$ cat src/rtl/mux4_arb_pkg.sv
// Shared types and constants for the four-requester round-robin packet arbiter.
package mux4_arb_pkg;

  localparam int NUM_REQ = 4;

  typedef logic [1:0] sel_t;

  typedef enum logic {
    IDLE = 1'b0,
    BUSY = 1'b1
  } state_t;

endpackage

$ cat src/rtl/mux4.sv
// Plain four-input multiplexer, WIDTH bits wide.
module mux4 #(
  parameter int WIDTH = 8
) (
  input  logic [WIDTH-1:0] d0,
  input  logic [WIDTH-1:0] d1,
  input  logic [WIDTH-1:0] d2,
  input  logic [WIDTH-1:0] d3,
  input  logic [1:0]       sel,
  output logic [WIDTH-1:0] y
);

  always_comb begin
    case (sel)
      2'd0:    y = d0;
      2'd1:    y = d1;
      2'd2:    y = d2;
      default: y = d3;
    endcase
  end

endmodule

$ cat src/rtl/rr_pick4.sv
// Combinational round-robin picker: first asserted request scanning ptr, ptr+1, ... (mod 4).
module rr_pick4
  import mux4_arb_pkg::*;
(
  input  logic [NUM_REQ-1:0] req,
  input  sel_t               ptr,
  output logic               found,
  output sel_t               idx
);

  sel_t cand;

  // Scan from farthest to nearest so the candidate closest to ptr is written last and wins.
  always_comb begin
    found = 1'b0;
    idx   = ptr;
    cand  = ptr;
    for (int k = NUM_REQ - 1; k >= 0; k--) begin
      cand = ptr + sel_t'(k);
      if (req[cand]) begin
        found = 1'b1;
        idx   = cand;
      end
    end
  end

endmodule

$ cat src/rtl/mux4_rr_arbiter.sv
// Packet-granular round-robin arbiter sharing one valid/ready channel among four requesters.
// Define MUX4_ARB_STATS_EN to add saturating per-requester grant counters on grant_cnt.
module mux4_rr_arbiter
  import mux4_arb_pkg::*;
#(
  parameter int WIDTH = 8,
  parameter int CNT_W = 16
) (
  input  logic                     clk,
  input  logic                     rst,
  input  logic [WIDTH-1:0]         in1,
  input  logic [WIDTH-1:0]         in2,
  input  logic [WIDTH-1:0]         in3,
  input  logic [WIDTH-1:0]         in4,
  input  logic [NUM_REQ-1:0]       in_valid,
  input  logic [NUM_REQ-1:0]       in_last,
  output logic [NUM_REQ-1:0]       in_ready,
  output logic [WIDTH-1:0]         out_data,
  output logic                     out_valid,
  output logic                     out_last,
  input  logic                     out_ready,
  output logic [NUM_REQ-1:0]       grant,
  output logic [1:0]               sel,
  output logic [NUM_REQ*CNT_W-1:0] grant_cnt
);

  state_t               state_q, state_d;
  sel_t                 sel_q, sel_d;
  sel_t                 rr_ptr_q, rr_ptr_d;
  logic [NUM_REQ-1:0]   grant_q, grant_d;

  logic                 pick_found;
  sel_t                 pick_idx;
  logic                 owner_valid;
  logic                 owner_last;

  rr_pick4 u_pick (
    .req   (in_valid),
    .ptr   (rr_ptr_q),
    .found (pick_found),
    .idx   (pick_idx)
  );

  mux4 #(.WIDTH(WIDTH)) u_data_mux (
    .d0 (in1), .d1 (in2), .d2 (in3), .d3 (in4),
    .sel (sel_q),
    .y   (out_data)
  );

  mux4 #(.WIDTH(1)) u_valid_mux (
    .d0 (in_valid[0]), .d1 (in_valid[1]), .d2 (in_valid[2]), .d3 (in_valid[3]),
    .sel (sel_q),
    .y   (owner_valid)
  );

  mux4 #(.WIDTH(1)) u_last_mux (
    .d0 (in_last[0]), .d1 (in_last[1]), .d2 (in_last[2]), .d3 (in_last[3]),
    .sel (sel_q),
    .y   (owner_last)
  );

  always_comb begin
    // NOTE: every output of this block gets a default first, so no path can infer a latch.
    state_d   = state_q;
    sel_d     = sel_q;
    rr_ptr_d  = rr_ptr_q;
    grant_d   = grant_q;
    out_valid = 1'b0;
    out_last  = 1'b0;
    in_ready  = '0;

    case (state_q)
      IDLE: begin
        if (pick_found) begin
          state_d          = BUSY;
          sel_d            = pick_idx;
          grant_d          = '0;
          grant_d[pick_idx] = 1'b1;
        end
      end
      BUSY: begin
        out_valid = owner_valid;
        out_last  = owner_last;
        in_ready  = grant_q & {NUM_REQ{out_ready}};
        // Packet ends on the accepted last beat; the next scan starts just past this owner.
        if (owner_valid && out_ready && owner_last) begin
          state_d  = IDLE;
          rr_ptr_d = sel_q + sel_t'(1);
          grant_d  = '0;
        end
      end
      default: state_d = IDLE;
    endcase
  end

  // NOTE: sequential state uses non-blocking assignments only; reset is asynchronous.
  always_ff @(posedge clk or posedge rst) begin
    if (rst) begin
      state_q  <= IDLE;
      sel_q    <= '0;
      rr_ptr_q <= '0;
      grant_q  <= '0;
    end else begin
      state_q  <= state_d;
      sel_q    <= sel_d;
      rr_ptr_q <= rr_ptr_d;
      grant_q  <= grant_d;
    end
  end

  assign grant = grant_q;
  assign sel   = sel_q;

`ifdef MUX4_ARB_STATS_EN
  logic [NUM_REQ-1:0][CNT_W-1:0] cnt_q, cnt_d;
  logic                          grant_start;

  assign grant_start = (state_q == IDLE) && pick_found;

  always_comb begin
    cnt_d = cnt_q;
    if (grant_start && (cnt_q[pick_idx] != {CNT_W{1'b1}})) begin
      cnt_d[pick_idx] = cnt_q[pick_idx] + CNT_W'(1);
    end
  end

  always_ff @(posedge clk or posedge rst) begin
    if (rst) begin
      cnt_q <= '0;
    end else begin
      cnt_q <= cnt_d;
    end
  end

  assign grant_cnt = cnt_q;
`else
  assign grant_cnt = '0;
`endif

endmodule
$ cat config.mk
export PLATFORM = sky130hd
export DESIGN_NAME = mux4_rr_arbiter
export DESIGN_NICKNAME = d
export VERILOG_FILES = /design/src/rtl/mux4_arb_pkg.sv /design/src/rtl/mux4.sv /design/src/rtl/rr_pick4.sv /design/src/rtl/mux4_rr_arbiter.sv
export SDC_FILE = /design/constraint.sdc
export NUM_CORES = 1
export LEC_CHECK = 0
export BUFFER_PORTS_ARGS = -buffer_cell sky130_fd_sc_hd__clkbuf_2
export CORE_MARGIN = 2
export CORE_UTILIZATION = 40
export DETAILED_ROUTE_END_ITERATION = 7
export PLACE_DENSITY = 0.87
export SYNTH_ARGS = -nofsm -noshare
export SYNTH_HDL_FRONTEND = slang
export SYNTH_SLANG_ARGS = --single-unit
$ cat constraint.sdc
create_clock -name clk -period 3 [get_ports clk]
set_input_delay 0.9 -clock clk [delete_from_list [all_inputs] [get_ports clk]]
set_output_delay 0.9 -clock clk [all_outputs]
set_load 0.005 [all_outputs]
==> run_results.csv <==
group,metric,value,unit
power,p_leak,0.872,nW
setup_path,max_stage_delay,420,ps
clock_network,clk_latency,270,ps
placed_design,place_congestion,0.889,
synthesis,synth.distinct_cells,31,
synthesis,ys_warn_count,0,
setup_path,path_max_fanout,10,
layout,most-common-layout-cells,"conb_1 (64), clkbuf_2 (62), inv_1 (15), mux2i_1 (11), a222oi_1 (10)",
power,clkPwrFrac,0.097,
global_route,met2_usage,0.296,
synthesis,ys_seq_area_frac,0.170,
placed_design,place_hpwl,2430,um
clock_network,hold_buffers,0,
sta,rsz0062_at_grt,"yes",
sta,slew_viol_final,0,
synthesis,postSynthAreaPerCell,8.37,um2
setup_path,required,2100,ps
power,seqPwrFrac,0.225,
placed_design,port-buffer-count,62,
layout,drive_above_1_share,0.333,
clock_network,cts_resized,0,
layout,antennaDiodeCount,0,
sta,setup_viol,0,
clock_network,root_buffer,"clkbuf_4",
power,peakVddDrop,0.000326,V
min_path,hold_class,"primary input to asynchronous set/reset pin",
sta,period_minus_slack,2790,ps
global_route,grt_pass1_vias,973,
clock_network,postCtsSetupBuffers,0,
routing,firstDrtPassIters,4,
floorplan,die_w,61.5,um
layout,nets,267,
clock_network,cts_tree,"done",
global_route,antenna_found_initial,0,
setup_path,path_cells,"inv_1 > ha_1 > a222oi_1 > mux2i_1 > and2_1 > clkbuf_2",
power,p_comb_frac,0.679,
sta,tns,0,ps
routing,wire_per_inst,11.2,um
sta,fin_worst_skew,8.86,ps
floorplan,die_y,61.5,um
synthesis,ys_seq_elements,9,
power,p_sw,0.000462,W
floorplan,ios,127,
synthesis,synth_area,1320,um2
routing,drtIter0Drc,55,
global_route,use_met3,0.0315,
floorplan,initial_core_util,0.426,
power,p_int,0.000561,W
global_route,grt_overflow_total,0,
global_route,grt-busiest-layer,"met2",
layout,area_growth,9.74,%
floorplan,rows,20,
routing,drc,0,
outcome,status,"completed",
global_route,grtUsageTotal,0.145,
routing,wl,2940,um
routing,postRouteAntennaNets,0,
sta,hold_ws,552,ps
layout,fin_area,1450,um2
floorplan,dieArea,3780,um2
global_route,grt_pass1_wl,4060,um
routing,vias,1144,
global_route,grt.met1_usage,0.139,
job,maxCapViolCount,0,
layout,final_common_cell,"conb_1",
synthesis,synthCells,158,
sta,hold_viol_final,0,
sta,fmax,358,MHz
setup_path,start_kind,"flop",
sta,min_period_over_period,0.930,
clock_network,cts_buffer_depth,2,
setup_path,cp.arrival,1890,ps
power,power.density,705,nW/um2
layout,final_core_util,0.468,
clock_network,cts_inserted_buffers,3,
placed_design,place_area,1420,um2
setup_path,cp-end-kind,"output port",
routing,via_per_inst,4.35,
power,p_total,0.00102,W
setup_path,crit_type,"flop to output port",
setup_path,critPathSlowestCell,"dfrtp_1",
clock_network,htree_levels,1,
layout,nFillCells,319,
global_route,grt_max_degree,11,
clock_network,clkSinkCount,9,
floorplan,coreArea,3100,um2
clock_network,clk_pin_slew,70,ps
power,swShare,0.452,
==> power groups by stage <==
stage          registers [W]  logic (W)  clock network (W)
5_1_grt             0.000241   0.000774           0.000109
2_1_floorplan       0.000217   0.000503                  0
3_3_place_gp        0.000229   0.000679                  0
3_5_place_dp        0.000231   0.000695                  0
6_report            0.000230   0.000694          0.0000987
4_1_cts             0.000229   0.000698           0.000102
==> kinds of logic after synthesis <==
kind of cell,after synthesis,share of synthesized area
multiplexers,13,0.103
AO/OA/AOI/OAI,24,0.157
other,1,0.00284
adder cells (fa/ha/maj),4,0.0378
AND/OR/NAND/NOR,22,0.0946
flip-flops,9,0.170
buffers and inverters,85,0.434
==> metal layers <==
layer | wire, um | vias up
met5 | 0 | -
met2 | 1590 | 77
met3 | 278 | 8
li1 | - | 539
met1 | 1030 | 520
met4 | 36 | 0
==> synthesized netlist by cell type (all sizes together) <==
cell type  instances  area share
o21ai              3       0.011
nor2               4       0.011
and3               4       0.019
nand4              1      0.0047
conb               1      0.0028
a32o               2       0.015
mux2i             11       0.083
inv               16       0.047
o221a              1      0.0085
a21oi              2      0.0076
o221ai             1      0.0066
and4               1      0.0085
mux2               2       0.020
nor2b              2      0.0095
a31oi              1      0.0047
buf               69        0.39
ha                 4       0.038
a21bo              1      0.0076
o32ai              2       0.013
or4                1      0.0057
a2bb2oi            1      0.0066
nand2              3      0.0085
dfrtp              9        0.17
nor3               1      0.0038
a222oi            10       0.076
nand2b             1      0.0047
and2               4       0.019
==> stage by stage <==
stage | setup slack (ps) | instances
2_1_floorplan | 590 | 221
3_3_place_gp | 313 | 259
3_5_place_dp | 260 | 259
4_1_cts | 117 | 263
5_1_grt | 9.13 | 263
6_report | 209 | 263
==> flip-flops by register name, indices dropped and copies added (netlist names) <==
name / count
grant: 4
rr_ptr_q: 2
sel: 2
state_q: 1
==> area by class of cell <==
cell class	instances	area, um2	share of cell area
multi-input combinational	127	764	0.527
timing repair buffer	63	318	0.219
sequential	9	225	0.155
inverter	16	62.6	0.0431
tap	44	55.1	0.0379
clock buffer	4	26.3	0.0181
==> critical path: cells and delay by family (launching register included) <==
| kind | cells | cell delay, ps |
|---|---|---|
| flip-flops | 1 | 420 |
| AO/OA/AOI/OAI | 1 | 370 |
| adder cells (fa/ha/maj) | 1 | 320 |
| buffers and inverters | 2 | 180 |
| AND/OR/NAND/NOR | 1 | 180 |
| multiplexers | 1 | 160 |
==> path summary, 6_finish.rpt <==
kind / end / slack, ps / start / depth (start not counted)
setup / recovery: out_valid / 210 / sel[1] / 6
min in group clk: grant[0] / 560 / grant[0] / 2
hold / removal: grant[0] / 550 / rst / 2
max in group asynchronous: sel[0] / 2190 / rst / 2
setup reg to reg: rr_ptr_q[1] / 970 / sel[1] / 6
hold reg to reg: grant[0] / 560 / grant[0] / 2
Power figures use the tool's default switching activity.
